[src/rtl/gpio_axi_wctrl.sv]
`default_nettype none
// ============================================================================
// Module   : gpio_axi_wctrl
// Brief    : AXI4-Lite write-channel controller committing one GPIO pin per
//            transaction. Define GPIO_WSTRB_EN to gate pin writes with Wstrb[0].
// Revision : 1.0 - initial release
// ============================================================================
module gpio_axi_wctrl #(
  parameter int                NPINS     = 8,
  parameter logic [NPINS-1:0]  RESET_VAL = '0
) (
  input  logic              clock,
  input  logic              reset,
  input  logic              AWvalid,
  output logic              AWready,
  input  logic [31:0]       AWaddr,
  input  logic              Wvalid,
  output logic              Wready,
  input  logic [31:0]       Wdata,
  input  logic [3:0]        Wstrb,
  output logic              Bvalid,
  input  logic              Bready,
  output logic [1:0]        Bresp,
  output logic [NPINS-1:0]  gpio_out,
  output logic              wr_pulse,
  output logic [3:0]        wr_index
);

  localparam logic [4:0] c_npins  = 5'(NPINS);
  localparam logic [1:0] c_okay   = 2'b00;
  localparam logic [1:0] c_slverr = 2'b10;

  typedef enum logic [2:0] {
    S_IDLE   = 3'd0,
    S_ADDR   = 3'd1,
    S_DATA   = 3'd2,
    S_COMMIT = 3'd3,
    S_RESP   = 3'd4
  } state_t;

  state_t           r_state;
  state_t           w_next;
  logic [3:0]       r_index;
  logic             r_data;
  logic             r_bvalid;
  logic [1:0]       r_bresp;
  logic             r_pulse;
  logic [3:0]       r_wr_index;
  logic [NPINS-1:0] r_gpio;
  logic [NPINS-1:0] w_mask;
  logic             w_aw_hs;
  logic             w_w_hs;
  logic             w_inrange;
  logic             w_strb;
  logic             w_wen;

  assign AWready = reset & ((r_state == S_IDLE) | (r_state == S_DATA));
  assign Wready  = reset & ((r_state == S_IDLE) | (r_state == S_ADDR));
  assign w_aw_hs = AWvalid & AWready;
  assign w_w_hs  = Wvalid & Wready;

  always_ff @(posedge clock) begin
    if (!reset) r_state <= S_IDLE;
    else        r_state <= w_next;
  end

  always_comb begin
    w_next = r_state;
    case (r_state)
      S_IDLE: begin
        if (w_aw_hs && w_w_hs) w_next = S_COMMIT;
        else if (w_aw_hs)      w_next = S_ADDR;
        else if (w_w_hs)       w_next = S_DATA;
      end
      S_ADDR:   if (w_w_hs)  w_next = S_COMMIT;
      S_DATA:   if (w_aw_hs) w_next = S_COMMIT;
      S_COMMIT: w_next = S_RESP;
      S_RESP:   if (r_bvalid && Bready) w_next = S_IDLE;
      default:  w_next = S_IDLE;
    endcase
  end

  always_ff @(posedge clock) begin
    if (!reset) begin
      r_index <= 4'd0;
      r_data  <= 1'b0;
    end else begin
      if (w_aw_hs) r_index <= AWaddr[3:0];
      if (w_w_hs)  r_data  <= Wdata[0];
    end
  end

`ifdef GPIO_WSTRB_EN
  logic r_strb;
  always_ff @(posedge clock) begin
    if (!reset)      r_strb <= 1'b0;
    else if (w_w_hs) r_strb <= Wstrb[0];
  end
  assign w_strb = r_strb;
  logic w_unused_bits;
  assign w_unused_bits = ^{AWaddr[31:4], Wdata[31:1], Wstrb[3:1]};
`else
  assign w_strb = 1'b1;
  logic w_unused_bits;
  assign w_unused_bits = ^{AWaddr[31:4], Wdata[31:1], Wstrb};
`endif

  // Indices at or above NPINS answer SLVERR and never touch a pin.
  assign w_inrange = ({1'b0, r_index} < c_npins);
  assign w_wen     = (r_state == S_COMMIT) & w_inrange & w_strb;

  for (genvar i = 0; i < NPINS; i++) begin : g_pin
    assign w_mask[i] = w_wen & (r_index == 4'(i));
  end

  always_ff @(posedge clock) begin
    if (!reset) r_gpio <= RESET_VAL;
    else        r_gpio <= (r_gpio & ~w_mask) | (w_mask & {NPINS{r_data}});
  end

  always_ff @(posedge clock) begin
    if (!reset) begin
      r_bvalid   <= 1'b0;
      r_bresp    <= c_okay;
      r_pulse    <= 1'b0;
      r_wr_index <= 4'd0;
    end else begin
      r_pulse <= w_wen;
      if (r_state == S_COMMIT) begin
        r_bvalid   <= 1'b1;
        r_bresp    <= w_inrange ? c_okay : c_slverr;
        r_wr_index <= r_index;
      end else if ((r_state == S_RESP) && Bready) begin
        r_bvalid <= 1'b0;
      end
    end
  end

  assign Bvalid   = r_bvalid;
  assign Bresp    = r_bresp;
  assign wr_pulse = r_pulse;
  assign wr_index = r_wr_index;
  assign gpio_out = r_gpio;

endmodule
`default_nettype wire

[config.mk]
export PLATFORM = sky130hd
export DESIGN_NAME = gpio_axi_wctrl
export DESIGN_NICKNAME = d
export VERILOG_FILES = /design/src/rtl/gpio_axi_wctrl.sv
export SDC_FILE = /design/constraint.sdc
export NUM_CORES = 1
export LEC_CHECK = 0
export ABC_AREA = 1
export ABC_CLOCK_PERIOD_IN_PS = 1800
export BUFFER_PORTS_ARGS = -buffer_cell sky130_fd_sc_hd__buf_2
export CORE_ASPECT_RATIO = 1.25
export CORE_MARGIN = 2
export CORE_UTILIZATION = 38
export DETAILED_ROUTE_END_ITERATION = 10
export GPL_TIMING_DRIVEN = 0
export PLACE_DENSITY = 0.83
export SYNTH_ARGS = -nofsm -noshare
export SYNTH_HDL_FRONTEND = slang
export SYNTH_SLANG_ARGS = --single-unit
export TNS_END_PERCENT = 1
[constraint.sdc]
create_clock -name clock -period 1.8 [get_ports clock]
set_clock_uncertainty 0.1 [all_clocks]
set_input_delay 0.36 -clock clock [delete_from_list [all_inputs] [get_ports clock]]
set_output_delay 0.36 -clock clock [all_outputs]
set_load 0.03 [all_outputs]
==> results of run 1 <==
==> stage by stage <==
stage               util (%)  setup WS (ns)  cell area, um2
finish                  47.3          0.125            1150
global placement        46.4          0.399            1130
global route            47.3         0.0453            1150
CTS                     47.3          0.119            1150
floorplan                  -          0.128             960
detailed placement      46.4          0.394            1130
==> routing by layer <==
layer	part of all wire [%]	routed length (um)	vias up	GRT usage (%)
li1	-	-	480	-
met1	43	866	396	17.7
met2	48	949	39	25.4
met3	7.6	152	3	2.25
met4	1.3	26	0	6.12
met5	0	0	-	0
==> tightest hold or removal path, cell delays in order <==
cell and delay [ns]:
buf_2 0.07, o21ai_0 0.07, a21oi_1 0.10
==> final cells by class <==
class | instances | area share (%)
Tap cell | 33 | 3.59
Sequential cell | 22 | 38.3
Buffer | 5 | 3.27
Inverter | 12 | 3.92
Timing Repair Buffer | 25 | 10.9
Multi-Input combinational cell | 87 | 38.0
Clock buffer | 3 | 1.96
==> synth_stat cells <==
cell      count
nand2_1      15
nand3b_1      1
a211oi_1      1
nor2_1       15
nor3_4        2
buf_6         1
o21ai_1       4
nand3_2       2
dfxtp_1      22
nor2_2        1
nor3_1        4
inv_1        11
inv_2         1
clkbuf_1      1
o21ai_0      13
buf_4         3
nand3_1       9
conb_1        1
nand2_2       1
a21oi_1      18
==> power by group <==
group / switching, mW / internal, mW
logic: 0.283 / 0.139
registers: 0.0604 / 0.543
clock network: 0.136 / 0.0782
total: 0.479 / 0.760
==> kinds of logic after synthesis <==
kind of cell | count (synthesis) | share of synthesized area [%]
and+or+nand+nor | 50 | 26.1
AOI/OAI and AO/OA | 36 | 19.0
DFF | 22 | 45.9
buffers and inverters | 17 | 8.60
other | 1 | 0.391
==> layout by cell type (no fill, tap or decap) <==
cell type / n
clkbuf_4: 3
dfxtp_1: 22
o21ai_0: 13
a21oi_1: 18
nor3_4: 2
conb_1: 1
inv_1: 11
buf_6: 1
inv_2: 1
nor2_2: 1
nand3_1: 9
a211oi_1: 1
buf_2: 25
clkbuf_1: 1
nand3_2: 2
nand2_2: 1
o21ai_1: 4
nor3_1: 4
buf_4: 3
nand3b_1: 1
nand2_1: 15
nor2_1: 15
==> worst max path at each step <==
stage	depth (start not counted)	slack, ns	end	start
after floorplan	3	0.13	AWready	reset
after global placement	4	0.40	Wready	reset
after detailed placement	4	0.39	Wready	reset
after CTS	4	0.12	Wready	r_state[2]
after global routing	4	0.05	Wready	r_state[2]
final	4	0.13	Wready	r_state[2]
==> metrics.md, run 1 <==
| Metric | Value |
|---|---|
| Slew Viols, Final | 0 |
| Vias in the first global route | 796 |
| Initial antenna violation count | 0 |
| DRT iter0 DRCs | 13 |
| Die ar. | 2950 um2 |
| Hold EP | r_index[1] |
| Die Width | 49.0 um |
| Hold WS | 0.229 ns |
| CP cell instances | inv_1 -> nand2_1 -> nor2_2 -> buf_2 |
| Slowest stage delay, CP | 0.37 ns |
| Register area | 440 um2 |
| Initial DRT Pass Iterations | 4 |
| Min Tclk post-route | 1.67 ns |
| CTS Buf Count | 3 |
| GRT overflow | 0 |
| Clock slew at the register clock pins of the worst setup and hold paths | 0.11 ns |
| Flop2flop setup slack | 0.47 ns |
| Synth top area share | 45.9% |
| Worst setup EP type | output pin |
| Worst R2R End | r_state[0] |
| Buffers & Inverters on Critical Path | 2 |
| Nets | 229 |
| Clk Latency, worst-skew pair | 0.30 ns |
| Die Y | 60.2 um |
| Tightest Hold Check Type | in2reg |
| Antenna Diode Count | 0 |
| Postcts setup bufs | 0 |
| WHS Path Cells | 3 |
| Total Wirelength | 2000 um |
| Top Family by Delay on Critical Path | flip-flops |
| Ys Warns | 0 |
| Layout cells sized above 1 | 25.3% |
| Final setup violation count | 0 |
| Clock buffer depth | 2 |
| First-pass GRT wire length | 3320 um |
| Hold Crit Start | AWaddr[1] |
| Depth of the CTS H-tree | 1 |
| Antenna-violating nets left | 0 |
| Post-Syn Area per Cell | 7.62 um2 |
| Final Hold Viols | 0 |
| Yosys reg bits | 22 |
| Net Count, Synth | 199 |
| CTS tree | yes |
| Leakage power | 0.544 nW |
| Max IR drop VDD | 0.000579 V |
| Post-CTS sizing | 0 |
| R2R Path Start | r_state[0] |
| # IOs | 91 |
| Layout fillers | 256 |
| Gr usage total | 14.5% |
| Wire per inst | 10.7 um |
| Worst Setup Path Type | reg2out |
| Footprint of the multi-input gates | 437 um2 |
| Unrepaired setup endpoints after global routing | false |
| Fin cells | 187 |
| Drt drc | 0 |
| Synthesized area | 960 um2 |
| Synth-to-layout area growth | 19.7% |
| Critical path required time | 1.34 ns |
| WP data arrival | 1.21 ns |
| Detailed Place HPWL | 1580 um |
| Cells on worst reg2reg path | 5 |
| Max-cap viol count | 0 |
| Initial core utilization | 39.5% |
| Core area | 2430 um2 |
| Yosys top cell by area | dfxtp_1 |
| Startpoint Class | flip-flop |
| Cell count after synthesis | 126 |
| Largest net degree at the start of global routing | 12 |
| Part of the Yosys area used for sequential elements | 45.9% |
| Via density | 4.91 |
| Row Count | 20 |
| Top cells by area, synth | dfxtp_1, a21oi_1, o21ai_0 |
| Period utilization | 93.0% |
| Max FO, Critical Path | 6 |
| Total Power | 1.24 mW |
| Dpl cells | 184 |
| P per Cell Area | 1080 nW/um2 |
| Final setup TNS | 0 ns |
| Root buffer cell | clkbuf_4 |
| Synth unique cells | 20 |
| Status | completed |
| Total number of vias | 918 |
| RePlAce Congestion | 0.897 |
| CP max stage cell | dfxtp_1 |
| Post-CTS Hold Fix Bufs | 0 |
| I/O Buffers | 25 |
| Clock sink count | 22 |
| Peak Freq | 597 MHz |
Power figures use the tool's default switching activity.
==> run 2: changes to the inputs <==
--- a/config.mk
+++ b/config.mk
@@ -9,7 +9,7 @@
 export ABC_CLOCK_PERIOD_IN_PS = 1800
 export BUFFER_PORTS_ARGS = -buffer_cell sky130_fd_sc_hd__buf_2
 export CORE_ASPECT_RATIO = 1.25
-export CORE_MARGIN = 2
+export CORE_MARGIN = 10
 export CORE_UTILIZATION = 38
 export DETAILED_ROUTE_END_ITERATION = 10
 export GPL_TIMING_DRIVEN = 0
==> run 2 against run 1 <==
Combinational power up 4.7%. Via count up 4.9%. Total power up 1.2%.
==> metrics.md, run 2 (synthesis results as in run 1) <==
| Metric | Value |
|---|---|
| Status | completed |
| Die ar. | 4950 um2 |
| Total Power | 1.25 mW |
| Die Width | 65.0 um |
| # IOs | 91 |
| GRT Max-Usage Layer | met2 |
| Clock sink count | 22 |
| Leakage power | 0.544 nW |
| Max-cap viol count | 0 |
| Worst Setup Path Type | reg2out |
| Post-CTS Hold Fix Bufs | 0 |
| I/O Buffers | 25 |
| Clk Latency, worst-skew pair | 0.30 ns |
| Final setup TNS | 0 ns |
| Final setup margin | 0.145 ns |
| Dpl cells | 184 |
| Wire per inst | 13.1 um |
| CTS tree | yes |
| Pre-CTS WS | 0.380 ns |
| Most common cell after layout, fill and taps aside | buf_2 |
| Hold WS | 0.246 ns |
| Largest net degree at the start of global routing | 12 |
| Final setup violation count | 0 |
| Post-CTS sizing | 0 |
| Clock slew at the register clock pins of the worst setup and hold paths | 0.11 ns |
| Worst setup EP type | output pin |
| Min Tclk post-route | 1.66 ns |
| Nets | 229 |
| Final Hold Viols | 0 |
| Slew Viols, Final | 0 |
| Met3 global-route usage | 3.97% |
| P per Cell Area | 1090 nW/um2 |
| Layout cells sized above 1 | 25.3% |
| Initial antenna violation count | 0 |
| Initial DRT Pass Iterations | 4 |
| Clock buffer depth | 2 |
| Root buffer cell | clkbuf_4 |
| Period utilization | 92.0% |
| Row Count | 20 |
| Startpoint Class | flip-flop |
| Die Y | 76.2 um |
| Total Wirelength | 2450 um |
| CTS Buf Count | 3 |
| GR Util met2 | 16.4% |
| Detailed Place HPWL | 1950 um |
| RePlAce Congestion | 0.897 |
| Core area | 2430 um2 |
| Drt drc | 0 |
| Tightest Hold Check Type | in2reg |
| Total number of vias | 963 |
| First-pass GRT wire length | 4100 um |
| GRT overflow | 0 |
| Gr usage total | 9.86% |
| Initial core utilization | 39.5% |
| DRT iter0 DRCs | 61 |
| Via density | 5.15 |
| Unrepaired setup endpoints after global routing | false |
| Vias in the first global route | 953 |
| Antenna Diode Count | 0 |
| Fin cells | 187 |
| Depth of the CTS H-tree | 1 |
| Critical path required time | 1.34 ns |
| Peak Freq | 604 MHz |
| Most frequent cells in the layout | buf_2, dfxtp_1, a21oi_1 |
| WP data arrival | 1.20 ns |
| Synth-to-layout area growth | 19.7% |
| Max IR drop VDD | 0.000556 V |
| M1 GR Usage | 11.2% |
| Max FO, Critical Path | 6 |
| Antenna-violating nets left | 0 |
| Postcts setup bufs | 0 |
run 2: worst max-delay path: stages (launching register included):
cell     delay, ns
dfxtp_1       0.37
inv_1         0.12
nand2_1       0.09
nor2_2        0.11
buf_2         0.21
run 2: path summary, 6_finish.rpt:
check	startpoint	end	slack (ns)	cells past startpoint
worst max-delay path	r_state[2]	Wready	0.14	4
worst min-delay path	AWaddr[1]	r_index[1]	0.25	3
worst max register to register	r_state[0]	r_state[0]	0.39	5
worst min register to register	r_index[3]	wr_pulse	0.37	1
run 2: cell type report:
type                       count  area, um2
fill                         255       1280
sequential                    22        440
multi-input combinational     87        437
timing repair buffer          25        125
inverter                      12       45.0
tap                           33       41.3
buffer                         5       37.5
clock buffer                   3       22.5
run 2: stage by stage:
stage / util (%) / cell area, um2
floorplan: - / 960
global placement: 46.4 / 1130
detailed placement: 46.4 / 1130
CTS: 47.3 / 1150
global route: 47.3 / 1150
finish: 47.3 / 1150
run 2: per-layer routing:
| metal | up-vias | share of wire, % |
|---|---|---|
| met5 | - | 0 |
| met4 | 0 | 0.90 |
| met3 | 4 | 9.9 |
| met2 | 51 | 48 |
| met1 | 427 | 41 |
| li1 | 481 | - |
run 2: where the power goes:
part | total [mW] | switching (mW) | internal (mW)
clock network | 0.209 | 0.131 | 0.0779
logic | 0.442 | 0.303 | 0.139
registers | 0.603 | 0.0600 | 0.543
total | 1.25 | 0.494 | 0.760
